[config.mk]
export PLATFORM = sky130hd
export DESIGN_NAME = uart_tx
export DESIGN_NICKNAME = d
export VERILOG_FILES = /design/src/rtl/uart_tx.sv
export SDC_FILE = /design/constraint.sdc
export NUM_CORES = 1
export LEC_CHECK = 0
export ABC_AREA = 1
export ABC_CLOCK_PERIOD_IN_PS = 2400
export CAP_MARGIN = 20
export CORE_MARGIN = 3
export CORE_UTILIZATION = 40
export CTS_BUF_LIST = sky130_fd_sc_hd__clkbuf_2
export DETAILED_ROUTE_END_ITERATION = 16
export HOLD_SLACK_MARGIN = 0.15
export PLACE_DENSITY_LB_ADDON = 0.25
export SYNTH_ARGS = -nofsm -noshare
export SYNTH_HDL_FRONTEND = slang
export SYNTH_SLANG_ARGS = --single-unit
[constraint.sdc]
create_clock -name clk -period 2.4 [get_ports clk]
set_input_delay 0.36 -clock clk [delete_from_list [all_inputs] [get_ports clk]]
set_output_delay 0.36 -clock clk [all_outputs]
set_load 0.02 [all_outputs]
[src/rtl/uart_tx.sv]
`default_nettype none
// ============================================================================
// Module   : uart_tx
// Brief    : FIFO-buffered UART transmitter paced by a shared oversample tick;
//            frames go out LSB-first, back-to-back while bytes are queued.
// Revision : 1.0 - initial release
// ============================================================================
module uart_tx #(
    parameter int DATA_BITS  = 8,
    parameter int OVERSAMPLE = 16,
    parameter int STOP_BITS  = 1,
    parameter int FIFO_DEPTH = 4
) (
    input  logic                               clk,
    input  logic                               reset_n,
    input  logic                               oversample_tick,
    input  logic [DATA_BITS-1:0]               tx_data,
    input  logic                               tx_valid,
    output logic                               tx_ready,
    output logic                               txd,
    output logic                               tx_busy,
    output logic [$clog2(FIFO_DEPTH+1)-1:0]    fifo_level
);

    localparam int c_PTR_W = $clog2(FIFO_DEPTH);
    localparam int c_LVL_W = $clog2(FIFO_DEPTH + 1);
    localparam int c_CNT_W = $clog2(OVERSAMPLE);
    localparam int c_IDX_W = $clog2(DATA_BITS);

    localparam logic [c_CNT_W-1:0] c_CNT_LOAD  = c_CNT_W'(OVERSAMPLE - 1);
    localparam logic [c_IDX_W-1:0] c_LAST_BIT  = c_IDX_W'(DATA_BITS - 1);
    localparam logic [c_LVL_W-1:0] c_FULL      = c_LVL_W'(FIFO_DEPTH);
    localparam logic               c_LAST_STOP = 1'(STOP_BITS - 1);

    typedef enum logic [1:0] {
        ST_IDLE  = 2'd0,
        ST_START = 2'd1,
        ST_DATA  = 2'd2,
        ST_STOP  = 2'd3
    } state_t;

    // Byte FIFO
    logic [DATA_BITS-1:0] r_mem [FIFO_DEPTH];
    logic [c_PTR_W-1:0]   r_wr_ptr;
    logic [c_PTR_W-1:0]   r_rd_ptr;
    logic [c_LVL_W-1:0]   r_count;
    logic                 r_active;

    // Frame engine
    state_t               r_state;
    logic [c_CNT_W-1:0]   r_sample_cnt;
    logic [c_IDX_W-1:0]   r_bit_idx;
    logic                 r_stop_cnt;
    logic [DATA_BITS-1:0] r_shift;
    logic                 r_txd;
    logic                 r_busy;

    logic                 w_push;
    logic                 w_pop;
    logic                 w_has_data;
    logic                 w_stop_done;
    logic [DATA_BITS-1:0] w_head;
    logic [DATA_BITS-1:0] w_shift_next;

    // r_active holds tx_ready low through reset and for the reset-release edge.
    assign w_has_data   = (r_count != '0);
    assign tx_ready     = r_active && (r_count != c_FULL);
    assign w_push       = tx_valid && tx_ready;
    assign w_head       = r_mem[r_rd_ptr];
    assign w_shift_next = r_shift >> 1;
    assign w_stop_done  = (r_state == ST_STOP) && (r_sample_cnt == '0) &&
                          (r_stop_cnt == c_LAST_STOP);
    assign w_pop        = oversample_tick && w_has_data &&
                          ((r_state == ST_IDLE) || w_stop_done);

    assign txd        = r_txd;
    assign tx_busy    = r_busy;
    assign fifo_level = r_count;

    always_ff @(posedge clk) begin
        if (!reset_n) begin
            r_wr_ptr <= '0;
            r_rd_ptr <= '0;
            r_count  <= '0;
            r_active <= 1'b0;
        end else begin
            r_active <= 1'b1;
            if (w_push) begin
                r_mem[r_wr_ptr] <= tx_data;
                r_wr_ptr        <= r_wr_ptr + c_PTR_W'(1);
            end
            if (w_pop) begin
                r_rd_ptr <= r_rd_ptr + c_PTR_W'(1);
            end
            case ({w_push, w_pop})
                2'b10:   r_count <= r_count + c_LVL_W'(1);
                2'b01:   r_count <= r_count - c_LVL_W'(1);
                default: r_count <= r_count;
            endcase
        end
    end

    always_ff @(posedge clk) begin
        if (!reset_n) begin
            r_state      <= ST_IDLE;
            r_sample_cnt <= '0;
            r_bit_idx    <= '0;
            r_stop_cnt   <= 1'b0;
            r_shift      <= '0;
            r_txd        <= 1'b1;
            r_busy       <= 1'b0;
        end else if (oversample_tick) begin
            case (r_state)
                ST_IDLE: begin
                    if (w_pop) begin
                        r_shift      <= w_head;
                        r_sample_cnt <= c_CNT_LOAD;
                        r_state      <= ST_START;
                        r_txd        <= 1'b0;
                        r_busy       <= 1'b1;
                    end
                end
                ST_START: begin
                    if (r_sample_cnt == '0) begin
                        r_sample_cnt <= c_CNT_LOAD;
                        r_bit_idx    <= '0;
                        r_state      <= ST_DATA;
                        r_txd        <= r_shift[0];
                    end else begin
                        r_sample_cnt <= r_sample_cnt - c_CNT_W'(1);
                    end
                end
                ST_DATA: begin
                    if (r_sample_cnt == '0) begin
                        r_sample_cnt <= c_CNT_LOAD;
                        r_shift      <= w_shift_next;
                        if (r_bit_idx == c_LAST_BIT) begin
                            r_stop_cnt <= 1'b0;
                            r_state    <= ST_STOP;
                            r_txd      <= 1'b1;
                        end else begin
                            r_bit_idx <= r_bit_idx + c_IDX_W'(1);
                            r_txd     <= w_shift_next[0];
                        end
                    end else begin
                        r_sample_cnt <= r_sample_cnt - c_CNT_W'(1);
                    end
                end
                ST_STOP: begin
                    if (r_sample_cnt == '0) begin
                        r_sample_cnt <= c_CNT_LOAD;
                        if (r_stop_cnt != c_LAST_STOP) begin
                            r_stop_cnt <= r_stop_cnt + 1'b1;
                        end else if (w_has_data) begin
                            // Chain straight into the next start bit, no idle gap.
                            r_shift <= w_head;
                            r_state <= ST_START;
                            r_txd   <= 1'b0;
                        end else begin
                            r_state <= ST_IDLE;
                            r_busy  <= 1'b0;
                        end
                    end else begin
                        r_sample_cnt <= r_sample_cnt - c_CNT_W'(1);
                    end
                end
                default: begin
                    r_state <= ST_IDLE;
                    r_txd   <= 1'b1;
                    r_busy  <= 1'b0;
                end
            endcase
        end
    end

endmodule
`default_nettype wire
# Word level (Yosys, flattened, before mapping)
# Memory sizes are Yosys's and may differ from the RTL's. A register that Yosys moved wholly into a read port is not among the register bits.
# Index checks and enable logic that the tools add are counted.
[word_totals]
ff_bits = 28
ram_bits = 32
inputBits = 12
output_inout_bits = 6
mem_count = 1
[mem_list]
columns = ["memory", "depth", "width", "rd", "rd_ports_with_merged_regs", "write_ports", "line_no", "source"]
rows = [
  ["r_mem", 4, 8, 1, 1, 1, "43", "logic [DATA_BITS-1:0] r_mem [FIFO_DEPTH];"],
]
[op_classes]
addsub = 7
n_eq_ne = 16
mux = 46
bitwise_logic = 1
reduce_logical = 23
[ops]
columns = ["op", "n"]
rows = [
  ["8-bit 2-to-1 mux", 5],
  ["8-bit case mux with 3 select lines", 1],
  ["7-bit AND reduction", 3],
  ["1-bit 2-to-1 mux", 20],
  ["2-bit 2-to-1 mux", 8],
  ["2-bit != test, second input constant", 8],
  ["3-bit case mux with 2 select lines", 2],
  ["5-bit AND reduction", 2],
  ["3-bit 2-to-1 mux", 3],
  ["4-bit 2-to-1 mux", 2],
  ["2-bit case mux with 4 select lines", 1],
  ["4-bit case mux with 2 select lines", 1],
  ["2-bit nonzero test", 4],
  ["3-bit by 1-bit adder with 3-bit output, second input constant", 2],
  ["2-bit equality test, second input constant", 3],
  ["1-bit logical AND", 6],
  ["6-bit AND reduction", 1],
  ["3-bit nonzero test", 2],
  ["2-bit by 1-bit adder with 2-bit output, second input constant", 2],
  ["2-bit by 1-bit equality test with 1-bit output, second input constant", 2],
  ["4-bit zero test", 1],
  ["1-bit case mux with 2 select lines", 2],
  ["1-bit case mux with 4 select lines", 1],
  ["4-bit by 1-bit subtractor with 4-bit output, second input constant", 1],
  ["10 further kinds", 10],
]

# Depth between registers and ports, before layout
# Gate-level depths: netlist of run 1.
[depth]
word_depth = 7
ltp_mapped = 13

# Worst setup path after synthesis of run 1
# Ideal clock, no wire load.
[synth_path]
kind = "reg2reg"
from = "register r_state[0]"
to = "register r_count[2] (netlist: fifo_level[2])"
arrival_time_ns = 2.029
required_time_ns = 2.275
setup_slack_ns = 0.246
stages_incl_launch_ff = 13
synth_period_minus_slack_ns = 2.154
path_cell_list = "dfxtp_1 > ha_1 > inv_1 > o21ai_1 > nand2_1 > inv_1 > ha_1 > inv_1 > fa_1 > a21oi_1 > o21ai_0 > o21ai_0 > a21oi_1"
[synth_between]
elab_chain_cells = 7
elab_cells_between_ends = 10
[synth_lines]
columns = ["item", "line_no", "source"]
rows = [
  ["start: declaration", "50", "state_t r_state;"],
  ["start signal: assignment", "105", "r_state <= ST_IDLE;"],
  ["start signal: assignment", "118", "r_state <= ST_START;"],
  ["start signal: assignment", "127", "r_state <= ST_DATA;"],
  ["2-bit equality test", "71", "assign w_stop_done = (r_state == ST_STOP) && (r_sample_cnt == '0) &&"],
  ["1-bit logical AND (2 in series)", "71", ""],
  ["1-bit logical OR *", "74", "((r_state == ST_IDLE) || w_stop_done);"],
  ["1-bit logical AND *", "73", "assign w_pop = oversample_tick && w_has_data &&"],
  ["named net w_pop", "59", "logic w_pop;"],
  ["2-bit by 1-bit equality test with 1-bit output or 2-bit equality test (tied branches)", "95", "case ({w_push, w_pop})"],
  ["3-bit case mux with 2 select lines or 2-bit nonzero test (tied branches)", "n/a", ""],
  ["end signal: assignment", "96", "2'b10: r_count <= r_count + c_LVL_W'(1);"],
  ["end signal: assignment", "97", "2'b01: r_count <= r_count - c_LVL_W'(1);"],
  ["end signal: assignment", "98", "default: r_count <= r_count;"],
  ["end: declaration", "46", "logic [c_LVL_W-1:0] r_count;"],
]
# Mark *: on every way through the listed nets, which the timed path passes. The rest lies on a longest branch.
# A chain may end at the register's enable or synchronous reset.

# Final worst setup path of run 1
[layout_path]
from = "register r_count[0] (netlist: fifo_level[0])"
to = "output port tx_ready"
[layout_between]
elab_chain_cells = 2
[layout_lines]
columns = ["item", "line_no", "source"]
rows = [
  ["3-bit != test", "67", "assign tx_ready = r_active && (r_count != c_FULL);"],
  ["1-bit logical AND", "67", ""],
  ["end: declaration", "19", "output logic tx_ready,"],
]
# No other way between the ends.

==> results.json, run 1 <==
{
  "vias_per_cell": 4.570,
  "drc_errors": 0,
  "synth_ff_type": "edfxtp_1",
  "detailed_place_hpwl_um": 4026,
  "first_iter_violations": 160,
  "clock_path_buffers": 2,
  "cts_tree": "built",
  "yosys_warnings": 0,
  "grt_use_met1_pct": 18.01,
  "clk_latency_ns": 0.48,
  "syn-num-nets": 386,
  "cp.required_ns": 2.04,
  "drv_slew": 0,
  "fin_total_pwr_mw": 3.399,
  "die_area_um2": 8516,
  "clock_sinks": 61,
  "final_cell_mix": "nand2_1 (100), inv_1 (59), nor2_1 (37)",
  "syn_avg_cell_area_um2": 8.295,
  "num_vias": 2244,
  "p_per_area_nw_per_um2": 986.5,
  "end_kind": "output pin",
  "grt.total_usage_pct": 14.50,
  "fin_crit_ns": 2.205,
  "crit_path_start_kind": "flop",
  "grt_pass1_wl_um": 9584,
  "yosysUniqueCellTypes": 28,
  "finalWirelength_um": 5741,
  "rsz0062_at_grt": "no",
  "synth_area_leaders": "edfxtp_1 (32%), dfxtp_1 (19%), nand2_1 (13%)",
  "syn_to_final_growth_pct": 15.71,
  "drive_gt1_share_pct": 10.89,
  "setup_viol": 0,
  "cts-root-buf": "clkbuf_2",
  "finalSetupTns_ns": 0,
  "critical_path_arrival_ns": 1.84,
  "cts.clk_slew.worst_paths_ns": 0.17,
  "critPathMaxFanout": 5,
  "nNetsFinal": 417,
  "htree_levels": 3,
  "synth_edf_count": 32,
  "met3_usage_pct": 3.692,
  "diodes": 0,
  "async_reset_ff_share_pct": 0,
  "hold_path.class": "flop to flop",
  "vdd_drop_max_mv": 0.5685,
  "io_buffer_count": 17,
  "netlist_area_um2": 2978,
  "firstDrtPassIters": 4,
  "wire_per_inst_um": 11.69,
  "p_leak_nw": 1.587,
  "final_common_cell": "nand2_1",
  "antenna_found_initial": 0,
  "top_usage_layer": "met2",
  "path_class": "flop to output pin",
  "ant_nets": 0,
  "die_y_um": 92.28,
  "synth-seq-cells": 61,
  "period_share_pct": 91.86,
  "cts_made_buffers": 9,
  "ys_seq_area_share_pct": 51.76,
  "status": "completed",
  "grt_pass1_vias": 2112,
  "io_pins": 18,
  "maxSlewHeadroom_pct": 72.79,
  "cap_viol_max_count": 0,
  "synth_top_area_share_pct": 32.27,
  "cts_hold_buf": 0,
  "die_w_um": 92.28,
  "post_cts_buffers": 0,
  "skew_ns": 0.02976,
  "hold_violations": 0,
  "core-area_um2": 7019,
  "grt_max_degree": 23,
  "worst_pin_slew_ns": 0.4081,
  "grtUsageMet2_pct": 22.87,
  "fmax_mhz": 453.6,
  "synth_cells": 359,
  "gr-total-overflow": 0,
  "gp_congestion": 0.7679,
  "start_util_pct": 42.42,
  "yosysTopAreaCell": "edfxtp_1",
  "row_count": 30,
  "cts_resized": 0
}
stage by stage:
step           utilization [%]  hold slack (ns)  setup WS (ns)  instances  cell area (um^2)
6_report                 49.09           0.4777         0.1954        491              3446
5_1_grt                  49.09           0.4433        0.01084        491              3446
4_1_cts                  48.93           0.4560        0.08522        491              3435
3_5_place_dp             46.99           0.4617        0.02503        475              3298
3_3_place_gp             46.99           0.4530        0.07569        475              3298
2_1_floorplan                -           0.3877         0.2455        359              2978
worst max-delay path, cell delays in order (launching register included):
cell and delay (ns):
dfxtp_1 0.47, nor2_4 0.09, a21boi_2 0.18, clkdlybuf4s50_1 0.64
synth_stat cells (14+ instances only):
| cell type | count |
|---|---|
| nand2_1 | 100 |
| inv_1 | 60 |
| nor2_1 | 37 |
| edfxtp_1 | 32 |
| dfxtp_1 | 29 |
| nand3_1 | 26 |
| a21oi_1 | 16 |
| o21ai_0 | 16 |
| ha_1 | 14 |
final timing paths:
path         slack [ns]                        from  cells after the start                         end
max                0.20  fifo_level[0]$_SDFFE_PN0P_                      3                    tx_ready
min reg2reg        0.48   r_bit_idx[1]$_SDFFE_PN0P_                      2   r_bit_idx[1]$_SDFFE_PN0P_
max reg2reg        0.24     r_state[0]$_SDFFE_PN0P_                     13  fifo_level[2]$_SDFFE_PN0P_
min                0.48   r_bit_idx[1]$_SDFFE_PN0P_                      2   r_bit_idx[1]$_SDFFE_PN0P_
registers in the layout, indices dropped and copies added, names as in the netlist, named ones only:
signal        count
r_sample_cnt      4
r_active          1
fifo_level        3
tx_busy           1
r_bit_idx         3
r_wr_ptr          2
txd               1
r_rd_ptr          2
r_mem            32
r_state           2
r_shift           8
routing by layer:
layer / vias to the layer above / part of all wire (%)
met4: 0 / 2.5
met5: - / 0
met1: 1017 / 49
met2: 32 / 45
met3: 13 / 3.0
li1: 1182 / -
final cells by class:
class	instances	area, um^2
sequential	61	1546
tap	96	120.1
multi-input combinational	227	1154
clock buffer	10	50.05
inverter	63	236.5
clock inverter	6	86.33
timing repair buffer	28	252.7
fill	678	3573
report_power, final:
group	internal (mW)	switching, mW	total [mW]
logic	0.497	0.796	1.29
clock network	0.350	0.378	0.728
registers	1.25	0.129	1.38
total	2.10	1.30	3.40
kinds of logic (layout without fill, tap and decap cells):
| group | count (synthesis) | in the layout | synth area share (%) |
|---|---|---|---|
| adder cells (fa/ha/maj) | 15 | 15 | 6.555 |
| XOR/XNOR | 2 | 2 | 0.5883 |
| AND/OR/NAND/NOR | 174 | 174 | 25.13 |
| AO/OA/AOI/OAI | 36 | 36 | 6.261 |
| flip-flops | 61 | 61 | 51.76 |
| buffers and inverters | 71 | 107 | 9.706 |
(Power assumes the default switching activity.)
==> inputs of run 2 (changes only) <==
--- a/config.mk
+++ b/config.mk
@@ -8,7 +8,7 @@
 export ABC_AREA = 1
 export ABC_CLOCK_PERIOD_IN_PS = 2400
 export CAP_MARGIN = 20
-export CORE_MARGIN = 3
+export CORE_MARGIN = 2
 export CORE_UTILIZATION = 40
 export CTS_BUF_LIST = sky130_fd_sc_hd__clkbuf_2
 export DETAILED_ROUTE_END_ITERATION = 16
==> run 2 against run 1 <==
Fmax shrank 0.40%. Utilization fell by 1.4 points. Via count down 0.62%. Clock power is 2% lower. Hold slack gained 0.0040 ns. Cell count is 0.41% higher. Largest cell class unchanged. Die area down 4.3%. Combinational power barely moved.
==> results.json, run 2 (synthesized netlist as in run 1, its figures left out) <==
{
  "r2r-start": "r_state[0]$_SDFFE_PN0P_",
  "drv_slew": 0,
  "crit_start": "r_state[0]$_SDFFE_PN0P_",
  "cts_made_buffers": 9,
  "cts.clk_slew.worst_paths_ns": 0.17,
  "start_util_pct": 41.28,
  "cts_hold_buf": 0,
  "crit_path_end": "fifo_level[2]$_SDFFE_PN0P_",
  "syn_to_final_growth_pct": 15.42,
  "post_cts_buffers": 0,
  "die_w_um": 90.28,
  "critPathMaxFanout": 6,
  "antenna_found_initial": 0,
  "maxSlewHeadroom_pct": 71.81,
  "clock_sinks": 61,
  "grt.total_usage_pct": 15.10,
  "die_area_um2": 8150,
  "final_common_cell": "nand2_1",
  "regMostFlops": "r_mem",
  "gp_congestion": 0.8958,
  "path_class": "flop to flop",
  "io_pins": 18,
  "firstDrtPassIters": 4,
  "crit_path_start_kind": "flop",
  "final_cell_mix": "nand2_1 (100), inv_1 (60), nor2_1 (37)",
  "die_y_um": 90.28,
  "period_share_pct": 92.23,
  "cp.required_ns": 2.79,
  "hold_path.class": "flop to flop",
  "placed_area_um2": 3302,
  "worst_pin_slew_ns": 0.4229,
  "end_kind": "flop",
  "core-area_um2": 7214,
  "clock_path_buffers": 2,
  "htree_levels": 3,
  "row_count": 31,
  "fin_total_pwr_mw": 3.384,
  "gr-total-overflow": 0,
  "ant_nets": 0,
  "fin_crit_ns": 2.213,
  "cts-root-buf": "clkbuf_2",
  "critical_path_arrival_ns": 2.60,
  "first_iter_violations": 150,
  "final_area_um2": 3437,
  "finalWirelength_um": 5645,
  "regToRegSetupSlack_ns": 0.19,
  "top_regs": "r_mem: 32 flops, r_shift: 8 flops, r_sample_cnt: 4 flops",
  "p_leak_nw": 1.581,
  "wire_per_inst_um": 11.45,
  "largest_reg_flops": 32,
  "fmax_mhz": 451.8,
  "drc_errors": 0,
  "grt_pass1_vias": 2145,
  "hold_violations": 0,
  "cap_viol_max_count": 0,
  "reg2reg_to": "fifo_level[2]$_SDFFE_PN0P_",
  "clk_latency_ns": 0.49,
  "r2r_cells": 13,
  "setup_viol": 0,
  "nNetsFinal": 417,
  "skew_ns": 0.01373,
  "status": "completed",
  "vdd_drop_max_mv": 0.5297,
  "detailed_place_hpwl_um": 3878,
  "p_per_area_nw_per_um2": 984.5,
  "drive_gt1_share_pct": 9.898,
  "diodes": 0,
  "grt_pass1_wl_um": 9729,
  "grt_max_degree": 23,
  "vias_per_cell": 4.523,
  "num_vias": 2230,
  "io_buffer_count": 17,
  "cts_tree": "built",
  "rsz0062_at_grt": "no"
}
[run 2: worst min-delay path by stage]
stage               slack (ns)                       from  depth (start not counted)                        end
CTS                       0.45                 tx_data[5]                          1      r_mem[1][5]$_DFFE_PP_
detailed placement        0.47  r_bit_idx[2]$_SDFFE_PN0P_                          2  r_bit_idx[2]$_SDFFE_PN0P_
finish                    0.48  r_bit_idx[2]$_SDFFE_PN0P_                          2  r_bit_idx[2]$_SDFFE_PN0P_
floorplan                 0.39                    reset_n                          0           r_active$_DFF_P_
global placement          0.45  r_bit_idx[2]$_SDFFE_PN0P_                          2  r_bit_idx[2]$_SDFFE_PN0P_
global route              0.44                 tx_data[5]                          1      r_mem[1][5]$_DFFE_PP_
[run 2: layout make-up]
| type | instances | area [um^2] |
|---|---|---|
| fill | 711 | 3777 |
| sequential | 61 | 1546 |
| multi-input combinational | 227 | 1151 |
| timing repair buffer | 28 | 252.7 |
| inverter | 63 | 236.5 |
| tap | 99 | 123.9 |
| clock inverter | 5 | 76.32 |
| clock buffer | 10 | 50.05 |
[run 2: routing by layer]
layer	wire [um]	up-vias	GRT usage [%]
met5	0	-	0
met4	94	0	7.051
met3	174	7	4.090
met2	2548	35	23.68
met1	2828	1006	19.46
li1	-	1182	-
[run 2: stage by stage]
step	utilization, %	worst slack, ns	TNS, ns	std cells	hold WS (ns)
4_1_cts	47.52	0.08930	0	493	0.4466
6_report	47.64	0.1865	0	493	0.4817
5_1_grt	47.64	0.03336	0	493	0.4397
2_1_floorplan	-	0.2455	0	359	0.3877
3_3_place_gp	45.77	0.05726	0	478	0.4539
3_5_place_dp	45.77	-0.02118	-0.02118	478	0.4657
[run 2: worst max-delay path: stages (launching register included)]
cell and delay, ns:
dfxtp_4 0.40, inv_1 0.12, ha_1 0.20, inv_1 0.08, o21ai_2 0.08, nand2_1 0.09
inv_1 0.09, ha_1 0.14, inv_1 0.06, fa_1 0.37, a21oi_1 0.14, o21ai_0 0.14
o21ai_1 0.16, a21oi_1 0.06
[run 2: where the power goes]
group | total [mW] | internal, mW | switching, mW
clock | 0.714 | 0.339 | 0.375
sequential | 1.38 | 1.25 | 0.130
combinational | 1.29 | 0.494 | 0.796
total | 3.38 | 2.08 | 1.30
[run 2: timing repair]
item | in CTS | in global routing
endpoints found under the setup margin | 0 | 1
gates resized for setup | 0 | 5
hold endpoints to repair | 0 | 0
